`config.mk`:
```
export PLATFORM = sky130hd
export DESIGN_NAME = writeback_unit
export DESIGN_NICKNAME = d
export VERILOG_FILES = /design/src/rtl/wb_pkg.sv /design/src/rtl/wb_src_mux.sv /design/src/rtl/writeback_unit.sv
export SDC_FILE = /design/constraint.sdc
export NUM_CORES = 1
export LEC_CHECK = 0
export BUFFER_PORTS_ARGS = -buffer_cell sky130_fd_sc_hd__buf_4
export CAP_MARGIN = 10
export CORE_MARGIN = 1
export CORE_UTILIZATION = 35
export DETAILED_ROUTE_END_ITERATION = 7
export GPL_ROUTABILITY_DRIVEN = 0
export PLACE_DENSITY = 0.66
export SLEW_MARGIN = 20
export SYNTH_ARGS = -nofsm -noshare
export SYNTH_HDL_FRONTEND = slang
export SYNTH_SLANG_ARGS = --single-unit
```
`constraint.sdc`:
```
create_clock -name clk -period 4.2 [get_ports clk]
set_input_delay 1.26 -clock clk [delete_from_list [all_inputs] [get_ports clk]]
set_output_delay 1.26 -clock clk [all_outputs]
set_load 0.03 [all_outputs]
```
`src/rtl/wb_pkg.sv`:
```
// ============================================================================
// Module : wb_pkg
// Brief  : Shared types and helpers for the writeback stage.
// Rev    : 1.0  initial release
// ============================================================================
`default_nettype none

package wb_pkg;

    typedef enum logic [0:0] {
        WB_IDLE     = 1'b0,
        WB_WAIT_MEM = 1'b1
    } wb_state_t;

    // Select width for an N-source mux; never narrower than one bit.
    function automatic int sel_width(input int n);
        return (n < 2) ? 1 : $clog2(n);
    endfunction

endpackage

`default_nettype wire

```
`src/rtl/wb_src_mux.sv`:
```
// ============================================================================
// Module : wb_src_mux
// Brief  : Combinational NSRC:1 source select; out-of-range select yields zero.
// Rev    : 1.0  initial release
// ============================================================================
`default_nettype none

module wb_src_mux
    import wb_pkg::*;
#(
    parameter int DATA_W = 8,
    parameter int NSRC   = 4,
    parameter int SEL_W  = sel_width(NSRC)
) (
    input  logic [NSRC*DATA_W-1:0] src_data,
    input  logic [SEL_W-1:0]       sel,
    output logic [DATA_W-1:0]      data
);

    always_comb begin
        data = '0;
        for (int i = 0; i < NSRC; i++) begin
            if (sel == SEL_W'(i)) begin
                data = src_data[i*DATA_W +: DATA_W];
            end
        end
    end

endmodule

`default_nettype wire

```
`src/rtl/writeback_unit.sv`:
```
// ============================================================================
// Module : writeback_unit
// Brief  : Register-file writeback with multi-cycle data-memory stall.
//          Optional WB_TIMEOUT_EN adds a wait-cycle abort with sticky wb_err.
// Rev    : 1.0  initial release
// ============================================================================
`default_nettype none

module writeback_unit
    import wb_pkg::*;
#(
    parameter int DATA_W  = 8,
    parameter int NSRC    = 4,
    parameter int MEM_IDX = 1,
    parameter int REG_AW  = 3,
    parameter int TIMEOUT = 255
) (
    input  logic                        clk,
    input  logic                        rst_n,
    input  logic                        wb_valid,
    input  logic [sel_width(NSRC)-1:0]  wb_sel,
    input  logic [REG_AW-1:0]           wb_dest,
    input  logic                        wb_wren,
    input  logic [NSRC*DATA_W-1:0]      src_data,
    input  logic                        mem_busywait,
    output logic                        wb_ready,
    output logic                        stall,
    output logic                        reg_write_en,
    output logic [REG_AW-1:0]           reg_write_addr,
    output logic [DATA_W-1:0]           reg_write_data,
    output logic                        wb_err
);

    localparam int SEL_W = sel_width(NSRC);

    wb_state_t          r_state, w_state_nxt;
    logic               r_en, w_en_nxt;
    logic [REG_AW-1:0]  r_addr, w_addr_nxt;
    logic [DATA_W-1:0]  r_data, w_data_nxt;
    logic [REG_AW-1:0]  r_dest, w_dest_nxt;
    logic               r_wren, w_wren_nxt;
    logic [DATA_W-1:0]  w_mux_data;
    logic               w_idle, w_sel_mem, w_accept;

`ifdef WB_TIMEOUT_EN
    localparam int CNT_W = $clog2(TIMEOUT + 1);
    logic [CNT_W-1:0]   r_cnt, w_cnt_nxt;
    logic               r_err, w_err_nxt;
`endif

    wb_src_mux #(
        .DATA_W (DATA_W),
        .NSRC   (NSRC),
        .SEL_W  (SEL_W)
    ) u_src_mux (
        .src_data (src_data),
        .sel      (wb_sel),
        .data     (w_mux_data)
    );

    // Gating with rst_n keeps ready/stall low while reset is held.
    assign w_idle    = (r_state == WB_IDLE);
    assign w_sel_mem = (wb_sel == SEL_W'(MEM_IDX));
    assign wb_ready  = rst_n & w_idle;
    assign w_accept  = wb_valid & wb_ready;
    assign stall     = rst_n & (~w_idle | (wb_valid & w_sel_mem));

    always_comb begin
        w_state_nxt = r_state;
        w_en_nxt    = 1'b0;
        w_addr_nxt  = r_addr;
        w_data_nxt  = r_data;
        w_dest_nxt  = r_dest;
        w_wren_nxt  = r_wren;
`ifdef WB_TIMEOUT_EN
        w_cnt_nxt   = r_cnt;
        w_err_nxt   = r_err;
`endif
        case (r_state)
            WB_IDLE: begin
                if (w_accept) begin
                    if (w_sel_mem) begin
                        w_dest_nxt  = wb_dest;
                        w_wren_nxt  = wb_wren;
                        w_state_nxt = WB_WAIT_MEM;
`ifdef WB_TIMEOUT_EN
                        w_cnt_nxt   = '0;
`endif
                    end else begin
                        w_en_nxt   = wb_wren;
                        w_addr_nxt = wb_dest;
                        w_data_nxt = w_mux_data;
                    end
                end
            end
            WB_WAIT_MEM: begin
                if (!mem_busywait) begin
                    w_en_nxt    = r_wren;
                    w_addr_nxt  = r_dest;
                    w_data_nxt  = src_data[MEM_IDX*DATA_W +: DATA_W];
                    w_state_nxt = WB_IDLE;
                end
`ifdef WB_TIMEOUT_EN
                // This busy cycle is the TIMEOUT-th one: abort without writing.
                else if (r_cnt == CNT_W'(TIMEOUT - 1)) begin
                    w_err_nxt   = 1'b1;
                    w_state_nxt = WB_IDLE;
                end else begin
                    w_cnt_nxt = r_cnt + 1'b1;
                end
`endif
            end
            default: w_state_nxt = WB_IDLE;
        endcase
    end

    always_ff @(posedge clk or negedge rst_n) begin
        if (!rst_n) begin
            r_state <= WB_IDLE;
            r_en    <= 1'b0;
            r_addr  <= '0;
            r_data  <= '0;
            r_dest  <= '0;
            r_wren  <= 1'b0;
`ifdef WB_TIMEOUT_EN
            r_cnt   <= '0;
            r_err   <= 1'b0;
`endif
        end else begin
            r_state <= w_state_nxt;
            r_en    <= w_en_nxt;
            r_addr  <= w_addr_nxt;
            r_data  <= w_data_nxt;
            r_dest  <= w_dest_nxt;
            r_wren  <= w_wren_nxt;
`ifdef WB_TIMEOUT_EN
            r_cnt   <= w_cnt_nxt;
            r_err   <= w_err_nxt;
`endif
        end
    end

    assign reg_write_en   = r_en;
    assign reg_write_addr = r_addr;
    assign reg_write_data = r_data;
`ifdef WB_TIMEOUT_EN
    assign wb_err = r_err;
`else
    assign wb_err = 1'b0;
`endif

endmodule

`default_nettype wire

```
Yosys cells after proc, flatten, opt, wreduce, memory -nomap -nowiden
Cells that the tools add are included.
- reductions and logical operators: 3
- mux-type cells: 19
- eq/ne operators: 6
- bitwise operators: 6
- operator list (operator ; number):
    $mux 8 ; 6
    $pmux 8 s2 ; 1
    $mux 3 ; 3
    $mux 1 ; 6
    $pmux 3 s2 ; 1
    $reduce_and 3->1 ; 2
    $and 1x1->1 ; 4
    $eq 2x2->1 const B ; 2
    $ne 2x2->1 const B ; 2
    $pmux 1 s2 ; 2
    $eq 2x1->1 const B ; 1
    $logic_not 2->1 ; 1
    $ne 2x1->1 const B ; 1
    $not 1->1 ; 1
    $or 1x1->1 ; 1
- output and inout port bits: 15
- input port bits: 42
- bits in registers: 17

Depth between registers and ports, before layout
Gate-level depths: netlist (run 1).
- word-level depth: 7
- mapped depth: 5

Hierarchy
From an unflattened synthesis (run 1), not the netlist that was laid out.
- cell total of the unflattened synthesis: 71
- area total of the unflattened synthesis: 1119.8 µm²
- by module, submodules not included (module ; instances ; sequential area each (µm²) ; cells an instance ; area an instance (µm²)):
    writeback_unit ; 1 ; 425.4 ; 61 ; 923.4
    wb_src_mux ; 1 ; 0.0 ; 10 ; 196.4

Worst setup path after synthesis (run 1)
OpenSTA, ideal clock, no wires.
- path kind: input port to output port
- start point: in wb_sel[1]
- end point: out stall
- required time: 2940 ps
- path slack: 1206 ps
- arrival: 1734 ps
- stages on the path: 2
- buffers on the path: 0
- cells stage by stage: and3b_1 > o21a_1
- longest elaborated chain between the ends: 4
- ends and longest elaborated chain (what ; line ; text):
    start, declared ; writeback_unit.sv:21 ; input logic [sel_width(NSRC)-1:0] wb_sel,
    $eq 2x1->1 ; writeback_unit.sv:63 ; assign w_sel_mem = (wb_sel == SEL_W'(MEM_IDX));
    $and 1x1->1 ; writeback_unit.sv:66 ; assign stall = rst_n & (~w_idle | (wb_valid & w_sel_mem));
    $or 1x1->1 ; writeback_unit.sv:66 ;
    $and 1x1->1 ; writeback_unit.sv:66 ;
    end, declared ; writeback_unit.sv:27 ; output logic stall,
No other way between the ends.

Worst setup path after layout (run 1)
Ends and elaborated chain as after synthesis.

==> results.cfg, run 1 <==
[cts]
cts_root_buf = clkbuf_4
htreeDepth = 1
cts.sinks = 17
clkTransAtPathRegs_ns = 0.09
clock_latency_ns = 0.28
cts_setup_buffers = 0
cts_buffers = 3
cts_tree = done
post_cts_resized = 0
clock_path_buffers = 2
ctsHoldBuffers = 0

[sta]
tns_ns = 0
finalSetupViolations = 0
max_freq_ghz = 0.309
fin_crit_ns = 3.24
rsz0062_at_grt = false
finalClockSkew_ns = 0.000798
tightest_slew_ns = 0.898
slew_headroom_pct = 40.0
slew_violations = 0
period_share_pct = 77.1
hold-worst-slack_ns = 0.483
hold_violations = 0

[floorplan]
io_pins = 57
num_rows = 19
coreArea_um2 = 2780
start_util_pct = 37.0
fp.dieW_um = 56.2
design.die.area_um2 = 3160
die_h_um = 56.2

[critical_path]
critical_path_class = in -> out
r2r_start = r_state
cpMaxStageDelayCell = and3b_1
reg2regPathDepth = 3
rr_endpoint = reg_write_addr[2]
crit_path_start = wb_sel[1]
required_ns = 2.94
ff2ff_setup_slack_ns = 2.05
startpoint_type = primary input
crit_path_end_kind = output port
arrival_ns = 1.98
path_cells = buf_4 -> and3b_1 -> o21a_1 -> buf_4
slowest_delay_ns = 0.21
crit_fanout = 12
worstSetupEndpoint = stall
cpMostUsedCell = buf_4

[drt]
ant_nets = 0
first_iter_violations = 32
firstDrtPassIters = 4
drt-vias-per-instance = 5.11
drt-total-wl_um = 2220
vias = 843
remaining_drc_errors = 0
routedWlPerCell_um = 13.5

[yosys]
async_flop_share_pct = 100
synth_seq_cells = 17
syn-num-nets = 124
ys_types = 24
ys_seq_area_share_pct = 41.3
synth_area_um2 = 1030
ys_warn_count = 0
synth_flop_cell = dfrtp_1
syn_avg_cell_area_um2 = 12.6
synth_cells = 82
synth-edff-count = 0

[place]
io_buffers = 55
dp_hpwl_um = 1820

[global_routing]
gr-total-overflow = 0
grtUsageTotal_pct = 15.2
grt_pass1_vias = 866
grt_first_pass_wirelength_um = 3780
grt_start_max_net_pins = 20
antenna_found_initial = 0

[cells_and_area]
area_growth_pct = 41.1
drive_gt1_share_pct = 53.0
antenna_cells = 0
multi_input_area_um2 = 523
nets = 177
fillers = 251
seqCellArea_um2 = 425

[pwr]
p_leak_uw = 0.000780
power.density_nw_per_um2 = 371
max-vdd-ir-drop_mv = 0.171
finalPower_uw = 539

[run_status]
status = finished, final reports clean

[job]
drv_cap = 0

[worst_hold_path]
min_path_type = reg -> reg
where the power goes:
part / internal [uW] / total [uW] / switching, uW
logic: 111 / 229 / 118
registers: 203 / 226 / 23.2
clock network: 36.9 / 83.3 / 46.4
registers in the layout (all words and copies together), names as in the netlist:
signal,cells
reg_write_data,8
reg_write_en,1
reg_write_addr,3
r_dest,3
r_wren,1
r_state,1
how the worst min path moves through the flow:
stage                    to       from  cells past startpoint
2_1_floorplan  reg_write_en     r_wren                      2
3_3_place_gp   reg_write_en     r_wren                      2
3_5_place_dp   reg_write_en     r_wren                      2
4_1_cts        reg_write_en     r_wren                      2
5_1_grt           r_dest[0]  r_dest[0]                      1
6_report       reg_write_en     r_wren                      2
metal layers:
metal / vias up / global-route usage, % / part of all wire (%)
met5: - / 0 / 0
met4: 0 / 6.27 / 0.85
met3: 2 / 3.02 / 8.5
met2: 52 / 24.8 / 48
met1: 387 / 19.6 / 42
li1: 402 / - / -
cells in the final DEF, fill, tap and decap left out, drive strengths merged:
cell type and instances:
a21o 1, a222oi 7, a31oi 1, and2 1, and3b 2, buf 55, clkbuf 4, conb 1
dfrtp 17, inv 7, mux2 18, mux2i 8, nand2 3, nand2b 1, nand4 1, nand4b 1
nor2 1, nor2b 2, o211ai 1, o21a 1, or2 1
final cells by class:
type	instances	area share, %
Multi-Input combinational cell	51	36.0
Sequential cell	17	29.3
Timing Repair Buffer	55	28.4
Tap cell	31	2.67
Clock buffer	4	1.81
Inverter	7	1.81
stage by stage:
stage	cells	instance area, um^2	worst slack, ns	utilization, %
finish	165	1450	0.961	52.2
global route	165	1450	0.942	52.2
CTS	165	1450	0.957	52.2
detailed placement	161	1430	0.958	51.3
global placement	161	1430	0.969	51.3
floorplan	82	1030	1.21	-
synthesized netlist by cell type, drive strengths merged (2+ instances only):
library cell	count	area (um^2)
a222oi	7	70.1
and3b	2	17.5
buf	6	51.3
dfrtp	17	425
inv	7	26.3
mux2	18	240
mux2i	8	80.1
nand2	3	11.3
nor2b	2	27.5
critical path: cells and delay by family:
kind	cells	cell delay, ns
simple gates	1	0.21
buf+inv	2	0.35
compound gates	1	0.16
kinds of logic after synthesis:
kind of cell / count (synthesis) / share of synthesized area (%)
compound gates: 11 / 10.2
buf+inv: 14 / 7.90
flops: 17 / 41.3
mux: 26 / 31.1
other cells: 1 / 0.364
simple gates: 13 / 9.11
(Power assumes the default switching activity.)
==> run 2, diff against run 1 <==
--- a/config.mk
+++ b/config.mk
@@ -5,13 +5,13 @@
 export SDC_FILE = /design/constraint.sdc
 export NUM_CORES = 1
 export LEC_CHECK = 0
+export ABC_AREA = 1
 export BUFFER_PORTS_ARGS = -buffer_cell sky130_fd_sc_hd__buf_4
 export CAP_MARGIN = 10
 export CORE_MARGIN = 1
 export CORE_UTILIZATION = 35
 export DETAILED_ROUTE_END_ITERATION = 7
 export GPL_ROUTABILITY_DRIVEN = 0
-export PLACE_DENSITY = 0.66
 export SLEW_MARGIN = 20
 export SYNTH_ARGS = -nofsm -noshare
 export SYNTH_HDL_FRONTEND = slang
==> constraint.sdc (replaced) <==
create_clock -name clk -period 3.2 [get_ports clk]
set_input_delay 0.96 -clock clk [delete_from_list [all_inputs] [get_ports clk]]
set_output_delay 0.96 -clock clk [all_outputs]
set_load 0.03 [all_outputs]
==> run 2 against run 1 <==
Power grew 29%. Routed wire length is 24% higher. Sequential power grew 28%. Design area rose by 5.9%. Sequential share of layout area fell by 1.6 points. Worst hold slack better by 0.013 ns. Combinational power is 29% higher. Non-clock buffer count is the same. Synthesized cell count is 91% higher. Critical path depth increased by 2. Largest cell class unchanged.
==> results.cfg, run 2 <==
[floorplan]
start_util_pct = 36.7
fp.dieW_um = 58.6
design.die.area_um2 = 3430
coreArea_um2 = 3050
die_h_um = 58.6
io_pins = 57
num_rows = 20

[critical_path]
crit_fanout = 10
path_cells = buf_4 -> inv_4 -> nor2_8 -> nand2_1 -> a21oi_1 -> buf_4
arrival_ns = 1.66
critical_path_class = in -> out
crit_buf_inv = 3
cpMostUsedCell = buf_4
crit_path_end_kind = output port
cp_top_family = buffers and inverters
cpMaxStageDelayCell = buf_4
slowest_delay_ns = 0.18
required_ns = 2.24
startpoint_type = primary input

[drt]
remaining_drc_errors = 0
routedWlPerCell_um = 10.9
firstDrtPassIters = 4
drt-total-wl_um = 2750
ant_nets = 0
drt-vias-per-instance = 4.51
first_iter_violations = 32
vias = 1137

[yosys]
synth_area_um2 = 1120
synthTopCellsByCount = 61 x nand2_1, 25 x nor2_1, 17 x dfrtp_1, 16 x nand3_1, 9 x o21ai_0
yosysMostFrequentCell = nand2_1
ys_seq_area_share_pct = 37.9
synth_top_cell_area_share_pct = 37.9
async_flop_share_pct = 100
synth.area.top_cells = dfrtp_1 38%, nand2_1 20%, nor2_1 8.4%, nand3_1 7.1%, buf_6 5.0%
synth-edff-count = 0
syn_avg_cell_area_um2 = 7.14
synth_flop_cell = dfrtp_1
netlist.top_cell.by_area = dfrtp_1
synth_cells = 157
ys_types = 19
syn-num-nets = 199
ys_warn_count = 0
synth_seq_cells = 17

[sta]
period_share_pct = 82.0
rsz0062_at_grt = false
hold_violations = 0
finalClockSkew_ns = 0.0104
max_freq_ghz = 0.381
finalSetupViolations = 0
slew_violations = 0
fin_crit_ns = 2.62
tns_ns = 0

[global_routing]
grt_first_pass_wirelength_um = 4660
grt_pass1_vias = 1110
gr-total-overflow = 0
grtUsageTotal_pct = 17.7
antenna_found_initial = 0
grt_start_max_net_pins = 22

[cells_and_area]
fin_util_pct = 50.4
nets = 251
layout_common_cells = 61 x nand2_1, 55 x buf_4, 25 x nor2_1, 17 x dfrtp_1, 16 x nand3_1
final_common_cell = nand2_1
drive_gt1_share_pct = 34.1
area_growth_pct = 37.2
largest_reg_flops = 8
antenna_cells = 0

[cts]
ctsHoldBuffers = 0
cts_tree = done
htreeDepth = 1
clkTransAtPathRegs_ns = 0.09
cts.sinks = 17
cts_root_buf = clkbuf_4
clock_latency_ns = 0.29
clock_path_buffers = 2
cts_buffers = 3
post_cts_resized = 0
cts_setup_buffers = 0

[place]
dp_hpwl_um = 2220
io_buffers = 55

[pwr]
p_leak_uw = 0.000860
max-vdd-ir-drop_mv = 0.282
power.density_nw_per_um2 = 451

[worst_hold_path]
min_path_type = reg -> reg

[job]
drv_cap = 0

[run_status]
status = finished, final reports clean
run 2: worst min-delay path, stage by stage, from the launching register on:
cell and delay (ns):
dfrtp_1 0.36, nand2_1 0.05, nand2_1 0.06
run 2: final cells by class:
class	instances	area, um^2
fillers	315	1520
multi-input cells	123	578
flip-flops and latches	17	425
repair buffers	55	413
clock inverters	1	5.00
inverters	9	38.8
clock buffers	3	22.5
well taps	44	55.1
run 2: cells by family (layout without fill, tap and decap cells):
family | Yosys count | after routing | share of synthesized area (%)
AO/OA/AOI/OAI | 13 | 13 | 6.81
AND/OR/NAND/NOR | 109 | 109 | 44.4
buffers and inverters | 17 | 68 | 10.5
other | 1 | 1 | 0.335
flip-flops | 17 | 17 | 37.9
run 2: layer usage:
layer  part of all wire, %  routed length (um)  up-vias  track usage, %
met2                    46                1280       33            28.9
met5                     0                   0        -               0
met3                   5.2                 144        2            5.49
met4                  0.25                   7        0            1.70
li1                      -                   -      591               -
met1                    48                1320      511            24.1
run 2: stage by stage:
stage                     worst slack (ns)  hold WS [ns]  area [um^2]  total power (uW)  cells
final                                0.576         0.497         1540               693    252
after global routing                 0.498         0.514         1540               739    252
after CTS                            0.579         0.502         1540               704    252
after detailed placement             0.581         0.481         1510               591    248
after global placement               0.602         0.469         1510               586    248
after floorplan                      0.470         0.500         1120               471    157
run 2: final timing paths:
path                              startpoint                 to  slack [ns]  cells after the start
max in group asynchronous              rst_n  reg_write_data[4]        2.46                      1
hold / removal             reg_write_data[3]  reg_write_data[3]        0.50                      2
hold reg to reg            reg_write_data[3]  reg_write_data[3]        0.50                      2
setup reg to reg                     r_state  reg_write_data[3]        1.63                      7
min in group asynchronous              rst_n            r_state        0.53                      1
setup / recovery                   wb_sel[0]              stall        0.58                      6
run 2: report_power, final:
group	switching [uW]	total (uW)	internal [uW]
registers	27.3	289	262
clock network	62.6	109	46.4
logic	177	295	118
==> run 3, diff against run 2 <==
--- a/config.mk
+++ b/config.mk
@@ -12,6 +12,7 @@
 export CORE_UTILIZATION = 35
 export DETAILED_ROUTE_END_ITERATION = 7
 export GPL_ROUTABILITY_DRIVEN = 0
+export PLACE_DENSITY = 0.67
 export SLEW_MARGIN = 20
 export SYNTH_ARGS = -nofsm -noshare
 export SYNTH_HDL_FRONTEND = slang
==> constraint.sdc (replaced) <==
create_clock -name clk -period 2.1 [get_ports clk]
set_input_delay 0.63 -clock clk [delete_from_list [all_inputs] [get_ports clk]]
set_output_delay 0.63 -clock clk [all_outputs]
set_load 0.03 [all_outputs]
==> run 3 against run 2 <==
Largest cell class unchanged. Combinational power rose by 52%. Via count fell by 1.5%. Cell count rose by 0.40%. Die area did not move. Sequential share of layout area fell by 0.13 points. Register-to-register slack got worse by 1.1 ns.
==> results.cfg, run 3 (synthesis results as in run 2) <==
[run_status]
status = finished, final reports clean

[sta]
layout_setup_ws_ns = 0.115
tns_ns = 0
max_freq_ghz = 0.504
finalSetupViolations = 0
hold_violations = 0
period_share_pct = 94.5
fin_crit_ns = 1.99
rsz0062_at_grt = false
slew_violations = 0
finalClockSkew_ns = 0.00753

[drt]
route.met3.wl_um = 118
ant_nets = 0
first_iter_violations = 30
routedWlPerCell_um = 10.2
wl_met1_um = 1170
firstDrtPassIters = 4
vias = 1120
remaining_drc_errors = 0
wl_met2_um = 1270
drt-total-wl_um = 2580
drt-vias-per-instance = 4.43
top_layer_used = met4

[floorplan]
design.die.area_um2 = 3430
coreArea_um2 = 3050
num_rows = 20
start_util_pct = 36.7
io_pins = 57
fp.dieW_um = 58.6
die_h_um = 58.6

[cts]
cts.sinks = 17
clock_path_buffers = 2
cts_setup_buffers = 0
clkTransAtPathRegs_ns = 0.10
ctsHoldBuffers = 0
cts_root_buf = clkbuf_4
htreeDepth = 1
cts_tree = done
clock_latency_ns = 0.29
post_cts_resized = 0
cts_buffers = 3

[place]
io_buffers = 55
dp_slack_ns = 0.155
dp_hpwl_um = 2060

[cells_and_area]
nets = 252
final_common_cell = nand2_1
largest_reg_flops = 8
antenna_cells = 0
area_growth_pct = 37.8
layout_common_cells = 61 x nand2_1, 56 x buf_4, 25 x nor2_1, 17 x dfrtp_1, 16 x nand3_1
drive_gt1_share_pct = 34.4

[pwr]
p_leak_uw = 0.000864
max-vdd-ir-drop_mv = 0.492
power.density_nw_per_um2 = 685

[critical_path]
crit_path_end_kind = output port
critical_path_class = reg -> out
required_ns = 1.47
startpoint_type = flop
crit_fanout = 21
r2r_start = r_state
crit_path_start = r_state
reg2regPathDepth = 7
arrival_ns = 1.36

[worst_hold_path]
min_path_type = in -> async

[global_routing]
grt_pass1_vias = 1023
gr-total-overflow = 0
grt_first_pass_wirelength_um = 4370
grtUsageTotal_pct = 16.8
antenna_found_initial = 0
grt_start_max_net_pins = 22

[job]
drv_cap = 0
==> run 3: cell types whose count changed in the layout (fill, tap and decap cells not counted), sizes merged <==
cell and change:
buf +1
==> run 3: through the flow <==
step	hold WS, ns	cells	power, uW	utilization [%]	cell area (um^2)
after floorplan	0.334	157	718	-	1120
after global placement	0.435	249	891	49.7	1520
after detailed placement	0.437	249	894	49.7	1520
after CTS	0.104	253	1070	50.6	1550
after global routing	0.0997	253	1130	50.6	1550
final	0.117	253	1060	50.6	1550
==> run 3: worst paths after layout <==
check | endpoint | slack, ns
worst max-delay path | stall | 0.11
worst min register to register | reg_write_data[7] | 0.50
min in group clk | reg_write_data[7] | 0.50
worst min-delay path | reg_write_en | 0.12
worst max register to register | reg_write_data[7] | 0.55
max in group asynchronous | reg_write_data[4] | 1.61
==> run 3: routing by layer <==
metal  up-vias  track usage (%)
li1        589                -
met2        29             28.4
met4         0             4.08
met3         2             4.62
met1       500             21.4
met5         -                0
==> run 3: layout make-up <==
cell class | instances | area (um^2)
Inverter | 9 | 38.8
Clock inverter | 1 | 5.00
Fill cell | 319 | 1510
Sequential cell | 17 | 425
Clock buffer | 3 | 22.5
Timing Repair Buffer | 56 | 420
Tap cell | 44 | 55.1
Multi-Input combinational cell | 123 | 578
==> run 3: critical path, cell delays in order (launching register included) <==
cell,delay (ns)
dfrtp_1,0.54
inv_4,0.17
a21oi_1,0.18
buf_4,0.17
==> run 3: where the power goes <==
group          internal (uW)  switching (uW)
Clock                   70.8             104
Combinational            182             265
Sequential               399            38.3
Total                    651             407
